<file path="src/rtl/regdst_hazard_ctrl.sv">
// Decode-stage destination select and RAW hazard/stall control for a 5-stage pipeline.
// Define REGDST_FORWARD_EN to add EX/MEM forwarding selects and restrict stalls to load-use.
module regdst_hazard_ctrl #(
   parameter int REG_W    = 5,
   parameter int LINK_REG = 31,
   parameter int CNT_W    = 16
) (
   input  logic             clk,
   input  logic             rst,
   input  logic             id_valid,
   input  logic [5:0]       id_op,
   input  logic [5:0]       id_funct,
   input  logic [REG_W-1:0] id_rs,
   input  logic [REG_W-1:0] id_rt,
   input  logic [REG_W-1:0] id_rd,
   input  logic             flush,
   output logic [1:0]       reg_dst_sel,
   output logic [REG_W-1:0] id_dest,
   output logic             id_wen,
   output logic             stall,
   output logic [REG_W-1:0] wb_dest,
   output logic             wb_wen,
   output logic [CNT_W-1:0] stall_cnt
`ifdef REGDST_FORWARD_EN
   ,
   output logic [1:0]       fwd_a,
   output logic [1:0]       fwd_b
`endif
);

   localparam logic [5:0] OP_RTYPE = 6'h00;
   localparam logic [5:0] OP_JAL   = 6'h03;
   localparam logic [5:0] OP_BEQ   = 6'h04;
   localparam logic [5:0] OP_BNE   = 6'h05;
   localparam logic [5:0] OP_LW    = 6'h23;
   localparam logic [5:0] OP_SW    = 6'h2B;
   localparam logic [5:0] FN_JR    = 6'h08;

   localparam logic [1:0] SEL_RT   = 2'b00;
   localparam logic [1:0] SEL_RD   = 2'b01;
   localparam logic [1:0] SEL_LINK = 2'b10;

   localparam logic [REG_W-1:0] ZERO_REG  = {REG_W{1'b0}};
   localparam logic [REG_W-1:0] LINK_DEST = REG_W'(LINK_REG);
   localparam logic [CNT_W-1:0] CNT_MAX   = {CNT_W{1'b1}};
   localparam logic [CNT_W-1:0] CNT_ONE   = {{(CNT_W-1){1'b0}}, 1'b1};

   // Raw decode before the $0-destination squash
   logic             raw_wen_s;
   logic [1:0]       raw_sel_s;
   logic [REG_W-1:0] raw_dest_s;
   logic             reads_rs_s;
   logic             reads_rt_s;
   logic             id_wen_s;
   logic [REG_W-1:0] id_dest_s;
   logic [1:0]       id_sel_s;

   // In-flight destination pipeline
   logic             ex_wen_q,  ex_wen_d;
   logic [REG_W-1:0] ex_dest_q, ex_dest_d;
   logic             mem_wen_q;
   logic [REG_W-1:0] mem_dest_q;
   logic             wb_wen_q;
   logic [REG_W-1:0] wb_dest_q;
   logic [CNT_W-1:0] cnt_q, cnt_d;

   logic             rs_ex_s, rt_ex_s, rs_mem_s, rt_mem_s;
   logic             stall_s;
   logic             issue_s;

`ifdef REGDST_FORWARD_EN
   logic             raw_load_s;
   logic             id_load_s;
   logic             ex_load_q, ex_load_d;
   logic [1:0]       fwd_a_s, fwd_b_s;
`endif

   function automatic logic src_hit(input logic             wen,
                                    input logic [REG_W-1:0] dest,
                                    input logic [REG_W-1:0] src);
      return wen & (dest == src) & (src != ZERO_REG);
   endfunction

   // Instruction classification: write enable, destination, and which sources are read
   always_comb begin
      raw_wen_s  = 1'b0;
      raw_sel_s  = SEL_RT;
      raw_dest_s = ZERO_REG;
      reads_rs_s = 1'b0;
      reads_rt_s = 1'b0;
`ifdef REGDST_FORWARD_EN
      raw_load_s = 1'b0;
`endif
      if (id_valid) begin
         case (id_op)
            OP_RTYPE: begin
               reads_rs_s = 1'b1;
               if (id_funct != FN_JR) begin
                  raw_wen_s  = 1'b1;
                  raw_sel_s  = SEL_RD;
                  raw_dest_s = id_rd;
                  reads_rt_s = 1'b1;
               end else begin
                  reads_rt_s = 1'b0;
               end
            end
            OP_LW: begin
               raw_wen_s  = 1'b1;
               raw_dest_s = id_rt;
               reads_rs_s = 1'b1;
`ifdef REGDST_FORWARD_EN
               raw_load_s = 1'b1;
`endif
            end
            OP_SW, OP_BEQ, OP_BNE: begin
               reads_rs_s = 1'b1;
               reads_rt_s = 1'b1;
            end
            OP_JAL: begin
               raw_wen_s  = 1'b1;
               raw_sel_s  = SEL_LINK;
               raw_dest_s = LINK_DEST;
            end
            default: begin
               // Immediate ALU group 0x08..0x0F
               if (id_op[5:3] == 3'b001) begin
                  raw_wen_s  = 1'b1;
                  raw_dest_s = id_rt;
                  reads_rs_s = 1'b1;
               end else begin
                  raw_wen_s  = 1'b0;
               end
            end
         endcase
      end else begin
         raw_wen_s = 1'b0;
      end
   end

   // A write to $0 is architecturally a no-op, so it never counts as a writer
   assign id_wen_s  = raw_wen_s & (raw_dest_s != ZERO_REG);
   assign id_dest_s = id_wen_s ? raw_dest_s : ZERO_REG;
   assign id_sel_s  = id_wen_s ? raw_sel_s : SEL_RT;
`ifdef REGDST_FORWARD_EN
   assign id_load_s = raw_load_s & id_wen_s;
`endif

   assign rs_ex_s  = reads_rs_s & src_hit(ex_wen_q,  ex_dest_q,  id_rs);
   assign rt_ex_s  = reads_rt_s & src_hit(ex_wen_q,  ex_dest_q,  id_rt);
   assign rs_mem_s = reads_rs_s & src_hit(mem_wen_q, mem_dest_q, id_rs);
   assign rt_mem_s = reads_rt_s & src_hit(mem_wen_q, mem_dest_q, id_rt);

`ifdef REGDST_FORWARD_EN
   // Only a load still in EX cannot be bypassed
   assign stall_s = id_valid & ~flush & ex_load_q & (rs_ex_s | rt_ex_s);

   // Forwarding selects; the younger EX result wins over MEM
   always_comb begin
      fwd_a_s = 2'b00;
      fwd_b_s = 2'b00;
      if (rs_ex_s) begin
         fwd_a_s = 2'b10;
      end else if (rs_mem_s) begin
         fwd_a_s = 2'b01;
      end else begin
         fwd_a_s = 2'b00;
      end
      if (rt_ex_s) begin
         fwd_b_s = 2'b10;
      end else if (rt_mem_s) begin
         fwd_b_s = 2'b01;
      end else begin
         fwd_b_s = 2'b00;
      end
   end

   assign fwd_a = fwd_a_s;
   assign fwd_b = fwd_b_s;
`else
   assign stall_s = id_valid & ~flush & (rs_ex_s | rt_ex_s | rs_mem_s | rt_mem_s);
`endif

   assign issue_s = id_valid & ~stall_s & ~flush;

   // Next EX entry and saturating stall counter
   always_comb begin
      ex_wen_d  = 1'b0;
      ex_dest_d = ZERO_REG;
`ifdef REGDST_FORWARD_EN
      ex_load_d = 1'b0;
`endif
      cnt_d     = cnt_q;
      if (issue_s) begin
         ex_wen_d  = id_wen_s;
         ex_dest_d = id_dest_s;
`ifdef REGDST_FORWARD_EN
         ex_load_d = id_load_s;
`endif
      end else begin
         ex_wen_d  = 1'b0;
         ex_dest_d = ZERO_REG;
      end
      if (stall_s && (cnt_q != CNT_MAX)) begin
         cnt_d = cnt_q + CNT_ONE;
      end else begin
         cnt_d = cnt_q;
      end
   end

   // Stage registers: EX <= ID (or bubble), MEM <= EX, WB <= MEM
   always_ff @(posedge clk) begin
      if (rst) begin
         ex_wen_q   <= 1'b0;
         ex_dest_q  <= ZERO_REG;
         mem_wen_q  <= 1'b0;
         mem_dest_q <= ZERO_REG;
         wb_wen_q   <= 1'b0;
         wb_dest_q  <= ZERO_REG;
         cnt_q      <= {CNT_W{1'b0}};
`ifdef REGDST_FORWARD_EN
         ex_load_q  <= 1'b0;
`endif
      end else begin
         ex_wen_q   <= ex_wen_d;
         ex_dest_q  <= ex_dest_d;
         mem_wen_q  <= ex_wen_q;
         mem_dest_q <= ex_dest_q;
         wb_wen_q   <= mem_wen_q;
         wb_dest_q  <= mem_dest_q;
         cnt_q      <= cnt_d;
`ifdef REGDST_FORWARD_EN
         ex_load_q  <= ex_load_d;
`endif
      end
   end

   assign reg_dst_sel = id_sel_s;
   assign id_dest     = id_dest_s;
   assign id_wen      = id_wen_s;
   assign stall       = stall_s;
   assign wb_dest     = wb_dest_q;
   assign wb_wen      = wb_wen_q;
   assign stall_cnt   = cnt_q;

endmodule

</file>
<file path="config.mk">
export PLATFORM = sky130hd
export DESIGN_NAME = regdst_hazard_ctrl
export DESIGN_NICKNAME = d
export VERILOG_FILES = /design/src/rtl/regdst_hazard_ctrl.sv
export SDC_FILE = /design/constraint.sdc
export NUM_CORES = 1
export LEC_CHECK = 0
export CAP_MARGIN = 20
export CORE_ASPECT_RATIO = 1.4
export CORE_MARGIN = 2
export CORE_UTILIZATION = 50
export CTS_CLUSTER_SIZE = 25
export DETAILED_ROUTE_END_ITERATION = 6
export PLACE_DENSITY = 0.85
export RECOVER_POWER = 25
export SETUP_SLACK_MARGIN = 0.2
export SYNTH_ARGS = -nofsm -noshare
export SYNTH_HDL_FRONTEND = slang
export SYNTH_SLANG_ARGS = --single-unit
</file>
<file path="constraint.sdc">
create_clock -name clk -period 4.29 [get_ports clk]
set_input_delay 0.429 -clock clk [delete_from_list [all_inputs] [get_ports clk]]
set_output_delay 0.429 -clock clk [all_outputs]
set_load 0.01 [all_outputs]
</file>
==> impl_metrics.json, run 1 <==
{
  "crit_fanout": 6,
  "instances_no_fill": 334,
  "fin_skew_ps": 5.239,
  "powerDensity_mw_per_mm2": 278.9,
  "cts_hold_buf": 0,
  "maxSlewHeadroom_pct": 45.45,
  "required_ps": 3860,
  "layout_commonest_cell": "clkdlybuf4s50_1",
  "max_freq_ghz": 0.2766,
  "clkSinkCount": 34,
  "insertion_delay_ps": 290,
  "mostFrequentLayoutCells": "clkdlybuf4s50_1, dfxtp_1, xnor2_1",
  "cts_tree": "built",
  "synth_area_leaders": "dfxtp_1, xnor2_1, nor2b_1",
  "wirelength_um": 4853,
  "async_flop_share_pct": 0,
  "cp-start-kind": "input pin",
  "die_y_um": 78.64,
  "use_met2_pct": 42.18,
  "rsz0062_at_grt": "false",
  "synth_edf_count": 0,
  "fp.dieW_um": 57.31,
  "gp_congestion": 0.8424,
  "r2r_slack_ps": 2030,
  "grt_pass1_wl_um": 8162,
  "antenna_found_initial": 0,
  "path_delay_family": "buffers and inverters",
  "ys_ff_latch": 34,
  "crit_chain": "clkdlybuf4s50_1, nor3_1, o311ai_4, nor3_1, o21ai_0, a41o_1, nor4_1, clkdlybuf4s50_1",
  "setup_violations": 0,
  "design_power_total_mw": 0.7649,
  "synth_fp_nets": 261,
  "dp_cells": 326,
  "cts_root_buffer": "clkbuf_8",
  "drive_above_1_share_pct": 8.591,
  "wl_per_cell_um": 14.53,
  "busiest_layer": "met2",
  "p_leak_nw": 0.9307,
  "critPathKind": "in2out",
  "initial_utilization_pct": 51.21,
  "first_pass_iters": 4,
  "clk_pin_slew_worst_paths_ps": 70,
  "hold_depth": 1,
  "grt_util_all_layers_pct": 22.87,
  "postSynthAreaPerCell_um2": 8.687,
  "fin_tns_setup_ps": 0,
  "antenna_left": 0,
  "coreArea_mm2": 0.003885,
  "grt-ovfl-total": 0,
  "ys.flop_type": "dfxtp_1",
  "yosysWarnings": 0,
  "clock_path_buffers": 2,
  "ctsResizeCount": 0,
  "die-area_mm2": 0.004507,
  "diodes": 0,
  "ys_types": 51,
  "dpl_cell_area_mm2": 0.002604,
  "met1_usage_pct": 23.15,
  "place_hpwl_um": 3765,
  "r2r_cells": 7,
  "path_buf_inv": 2,
  "drv_slew": 0,
  "post-route-drc-count": 0,
  "period_minus_slack_ps": 3616,
  "area_delta_synth_final_pct": 37.86,
  "status": "finished, final reports clean",
  "seq_area_frac_synth_pct": 34.21,
  "stdcell_area_mm2": 0.002743,
  "fin_hold_ws_ps": 493.7,
  "first_global_vias": 1823,
  "synth_area_leader_cell": "dfxtp_1",
  "gr-usage-met3_pct": 5.766,
  "min_to": "wb_wen$_SDFF_PP0_",
  "grt_max_degree": 29,
  "synth_top_area_share_pct": 34.21,
  "cts_buffers": 5,
  "vias": 1982,
  "cpPeakStageDelay_ps": 580,
  "cts_setup_buffers": 0,
  "synth_cells": 229,
  "synth_area_mm2": 0.001989,
  "cpMaxStageDelayCell": "clkdlybuf4s50_1",
  "vias_per_cell": 5.934,
  "min_path_type": "reg2reg",
  "holdCritStartpoint": "mem_wen_q$_SDFF_PP0_",
  "nets": 322,
  "nFillCells": 319,
  "worstMarginPinSlew_ps": 818.3,
  "htree_levels": 2,
  "irDropWorstVdd_v": 0.0003137,
  "r2r_start": "mem_dest_q[2]$_SDFF_PP0_",
  "portBuffers": 61,
  "fin_crit_sh_pct": 84.28,
  "r2r_end": "stall_cnt[10]$_SDFFE_PP0P_",
  "arrival_ps": 3190,
  "pin_count": 62,
  "cap_violations": 0,
  "rows": 27,
  "hold_violations": 0,
  "drt_iter0_markers": 59,
  "end_kind": "output port"
}
## power breakdown
part           leakage [nW]  internal, mW  switching [mW]  total (mW)
Sequential            0.274         0.316        0.000733       0.317
Clock                0.0714         0.248           0.119       0.367
Combinational         0.586        0.0452          0.0357      0.0808
## final cells by class
| class | instances | area (um^2) | share of cell area, % |
|---|---|---|---|
| inverters | 7 | 26.28 | 0.9580 |
| clock buffers | 6 | 82.58 | 3.011 |
| repair buffers | 64 | 629.4 | 22.95 |
| well taps | 43 | 53.80 | 1.962 |
| multi-input cells | 178 | 1210 | 44.11 |
| flip-flops and latches | 34 | 680.7 | 24.82 |
| clock inverters | 2 | 60.06 | 2.190 |
## worst register-to-register path, stage by stage, from the launching register on
cell     delay (ps)
dfxtp_1         410
xnor2_1         150
nand4_1         120
o22ai_1         320
a32oi_2         190
buf_4           250
nor4_1          350
mux2_1          350
## stage by stage
| step | worst slack (ps) | utilization, % |
|---|---|---|
| 6_report | 674.2 | 70.60 |
| 5_1_grt | 466.2 | 70.60 |
| 4_1_cts | 674.2 | 70.69 |
| 3_5_place_dp | 679.4 | 67.02 |
| 3_3_place_gp | 756.7 | 67.02 |
| 2_1_floorplan | 1777 | - |
## sequential cells by signal, indices dropped and copies added, names as in the netlist
register    count
stall_cnt      16
ex_dest_q       5
mem_wen_q       1
mem_dest_q      5
wb_dest         5
ex_wen_q        1
wb_wen          1
## cell usage after synthesis (2+ instances only)
cell type,n
and3_1,3
and2_1,5
a221oi_1,3
mux2_1,2
nand2_1,15
mux2_4,2
buf_6,3
a21oi_1,13
xnor2_1,20
nor4_1,4
nand3b_1,2
nand4_1,6
nor3_1,7
nor2_1,15
or3_1,3
o31ai_1,8
o221a_2,2
clkbuf_1,3
dfxtp_1,34
inv_1,7
nand3_1,10
nor3_2,3
o21bai_1,3
or2_2,2
o21ai_0,3
or4_1,9
o22ai_1,2
nor2b_1,17
## per-layer routing
metal | vias up | wire, um
li1 | 960 | -
met3 | 13 | 334
met1 | 919 | 1771
met2 | 90 | 2604
met4 | 0 | 143
met5 | - | 0
## kinds of logic (layout without fill, tap and decap cells)
group	count (synthesis)	in the layout	share of synthesized area [%]
multiplexers	4	4	2.641
flip-flops	34	34	34.21
AND/OR/NAND/NOR	109	109	31.89
AO/OA/AOI/OAI	44	44	16.60
adder cells (fa/ha/maj)	1	1	0.6288
XOR/XNOR	20	20	8.805
buffers and inverters	17	79	5.220
## worst max path at each step
stage / start / endpoint / slack [ps] / cells past startpoint
2_1_floorplan: id_op[3] / reg_dst_sel[0] / 1780 / 6
3_3_place_gp: id_op[5] / reg_dst_sel[0] / 760 / 8
3_5_place_dp: id_op[5] / reg_dst_sel[0] / 680 / 8
4_1_cts: id_op[5] / reg_dst_sel[0] / 670 / 8
5_1_grt: id_op[5] / reg_dst_sel[0] / 470 / 8
6_report: id_op[5] / reg_dst_sel[0] / 670 / 8
Power figures use the tool's default switching activity.
==> run 2, diff against run 1 <==
Settings changed: CORE_UTILIZATION 50 to 42, PLACE_DENSITY 0.85 to 0.76.
Clock period 4.29 ns to 3 ns, I/O delays scaled along.
==> run 2 against run 1 <==
  * Via count is 0.40% higher
  * Largest cell class unchanged
  * Worst setup slack worse by 430 ps
  * Largest power group is now sequential cells
  * Sequential share of layout area is 0.89 points lower
  * Clock power is 5.4% higher
  * Design area is 3.7% higher
  * Clock skew is 1.2 ps higher
==> impl_metrics.json, run 2 (synthesis gave the netlist of run 1 again) <==
{
  "status": "finished, final reports clean",
  "fin_skew_ps": 6.483,
  "antenna_left": 0,
  "vias": 1990,
  "initial_utilization_pct": 43.86,
  "htree_levels": 2,
  "pin_count": 62,
  "end_kind": "output port",
  "arrival_ps": 2460,
  "fin_crit_sh_pct": 91.85,
  "required_ps": 2700,
  "irDropWorstVdd_v": 0.0002443,
  "min_path_type": "reg2reg",
  "grt_util_all_layers_pct": 18.62,
  "coreArea_mm2": 0.004536,
  "grt-ovfl-total": 0,
  "cap_violations": 0,
  "crit_fanout": 5,
  "clock_path_buffers": 2,
  "largest_reg_flops": 16,
  "gp_congestion": 0.8487,
  "first_global_vias": 1833,
  "power.internal_mw": 0.7546,
  "place_hpwl_um": 3804,
  "cts_setup_buffers": 0,
  "p_switching_mw": 0.2102,
  "post-place-ws_ps": 98.07,
  "cts_tree": "built",
  "grt_max_degree": 29,
  "drv_slew": 0,
  "design_power_total_mw": 0.9648,
  "vias_per_cell": 5.452,
  "cts_root_buffer": "clkbuf_8",
  "post-route-drc-count": 0,
  "setup_violations": 0,
  "worstMarginPinSlew_ps": 859.5,
  "maxSlewHeadroom_pct": 42.70,
  "drive_above_1_share_pct": 13.53,
  "antenna_found_initial": 0,
  "first_pass_iters": 4,
  "mostFrequentLayoutCells": "clkdlybuf4s50_1, dfxtp_1, xnor2_1",
  "critPathKind": "in2out",
  "grt_pass1_wl_um": 8031,
  "cts_buffers": 5,
  "diodes": 0,
  "powerDensity_mw_per_mm2": 339.1,
  "insertion_delay_ps": 280,
  "fin_ws_ps": 244.5,
  "die-area_mm2": 0.005311,
  "fp.dieW_um": 62.17,
  "portBuffers": 61,
  "area_delta_synth_final_pct": 43.02,
  "fin_tns_setup_ps": 0,
  "wl_per_cell_um": 13.24,
  "rsz0062_at_grt": "true",
  "max_freq_ghz": 0.3629,
  "die_y_um": 85.43,
  "rows": 29,
  "period_minus_slack_ps": 2756,
  "layout_commonest_cell": "clkdlybuf4s50_1",
  "seqPwrFrac_pct": 47.0,
  "p_clk_share_pct": 40.1,
  "dpl_cell_area_mm2": 0.002718,
  "netSwitchingFraction_pct": 21.79,
  "hold_violations": 0,
  "drt_iter0_markers": 162,
  "comb_power_share_pct": 12.9,
  "nets": 334,
  "wirelength_um": 4833,
  "cts_hold_buf": 0,
  "clkSinkCount": 34,
  "clk_pin_slew_worst_paths_ps": 60,
  "p_leak_nw": 1.056,
  "cp-start-kind": "input pin",
  "stdcell_area_mm2": 0.002845
}
run 2: changes by cell type in the layout (fill, tap and decap cells not counted), sizes merged:
cell,change
buf,+12
clkdlybuf4s50,-8
dlygate4sd2,+5
dlymetal6s2s,+3
bufinv,-2
clkbuf,+2
run 2: cell type report:
cell class,count,area (um^2)
fill,408,1690
multi-input combinational,178,1230
timing repair buffer,76,720.7
sequential,34,680.7
clock buffer,8,110.1
tap,62,77.57
inverter,7,26.28
run 2: repair_timing:
action	4_1_cts	5_1_grt
endpoints found under the hold margin	0	0
pin swaps	0	3
endpoints found under the setup margin	6	5
resized for setup	6	7
run 2: stage by stage:
| stage | hold slack [ps] | std cells | util (%) |
|---|---|---|---|
| final | 493.5 | 365 | 62.73 |
| after global routing | 505.5 | 365 | 62.73 |
| after detailed placement | 485.8 | 357 | 59.92 |
| after global placement | 477.3 | 357 | 59.92 |
| after floorplan | 459.8 | 229 | - |
| after CTS | 494.7 | 365 | 62.32 |
run 2: worst paths after layout:
kind / end / startpoint / slack (ps) / cells after the start
worst min-delay path: mem_wen_q$_SDFF_PP0_ / ex_wen_q$_SDFF_PP0_ / 490 / 1
worst max-delay path: id_dest[3] / id_funct[1] / 240 / 8
worst max register to register: stall_cnt[5]$_SDFFE_PP0P_ / mem_dest_q[2]$_SDFF_PP0_ / 770 / 7
worst min register to register: mem_wen_q$_SDFF_PP0_ / ex_wen_q$_SDFF_PP0_ / 490 / 1
run 2: power groups by stage:
stage               Combinational (mW)  Clock [mW]  Sequential [mW]
floorplan                       0.0515           0            0.463
global placement                 0.123           0            0.463
detailed placement               0.125           0            0.464
CTS                              0.124       0.398            0.453
global route                     0.135       0.424            0.453
finish                           0.125       0.387            0.453
run 2: layer usage:
metal  global-route usage [%]  vias to the layer above  routed length (um)
met5                        0                        -                   0
met4                    6.263                        0                  72
met3                    4.642                        7                 349
met2                    36.56                       83                2547
met1                    18.97                      918                1863
li1                         -                      982                   -
run 2: critical path: stages:
cell             delay, ps
clkdlybuf4s50_1        390
or4b_4                 550
o311ai_4               310
nor3_2                  80
buf_4                  160
a221oi_1               290
nor2_1                  80
dlygate4sd2_1          290
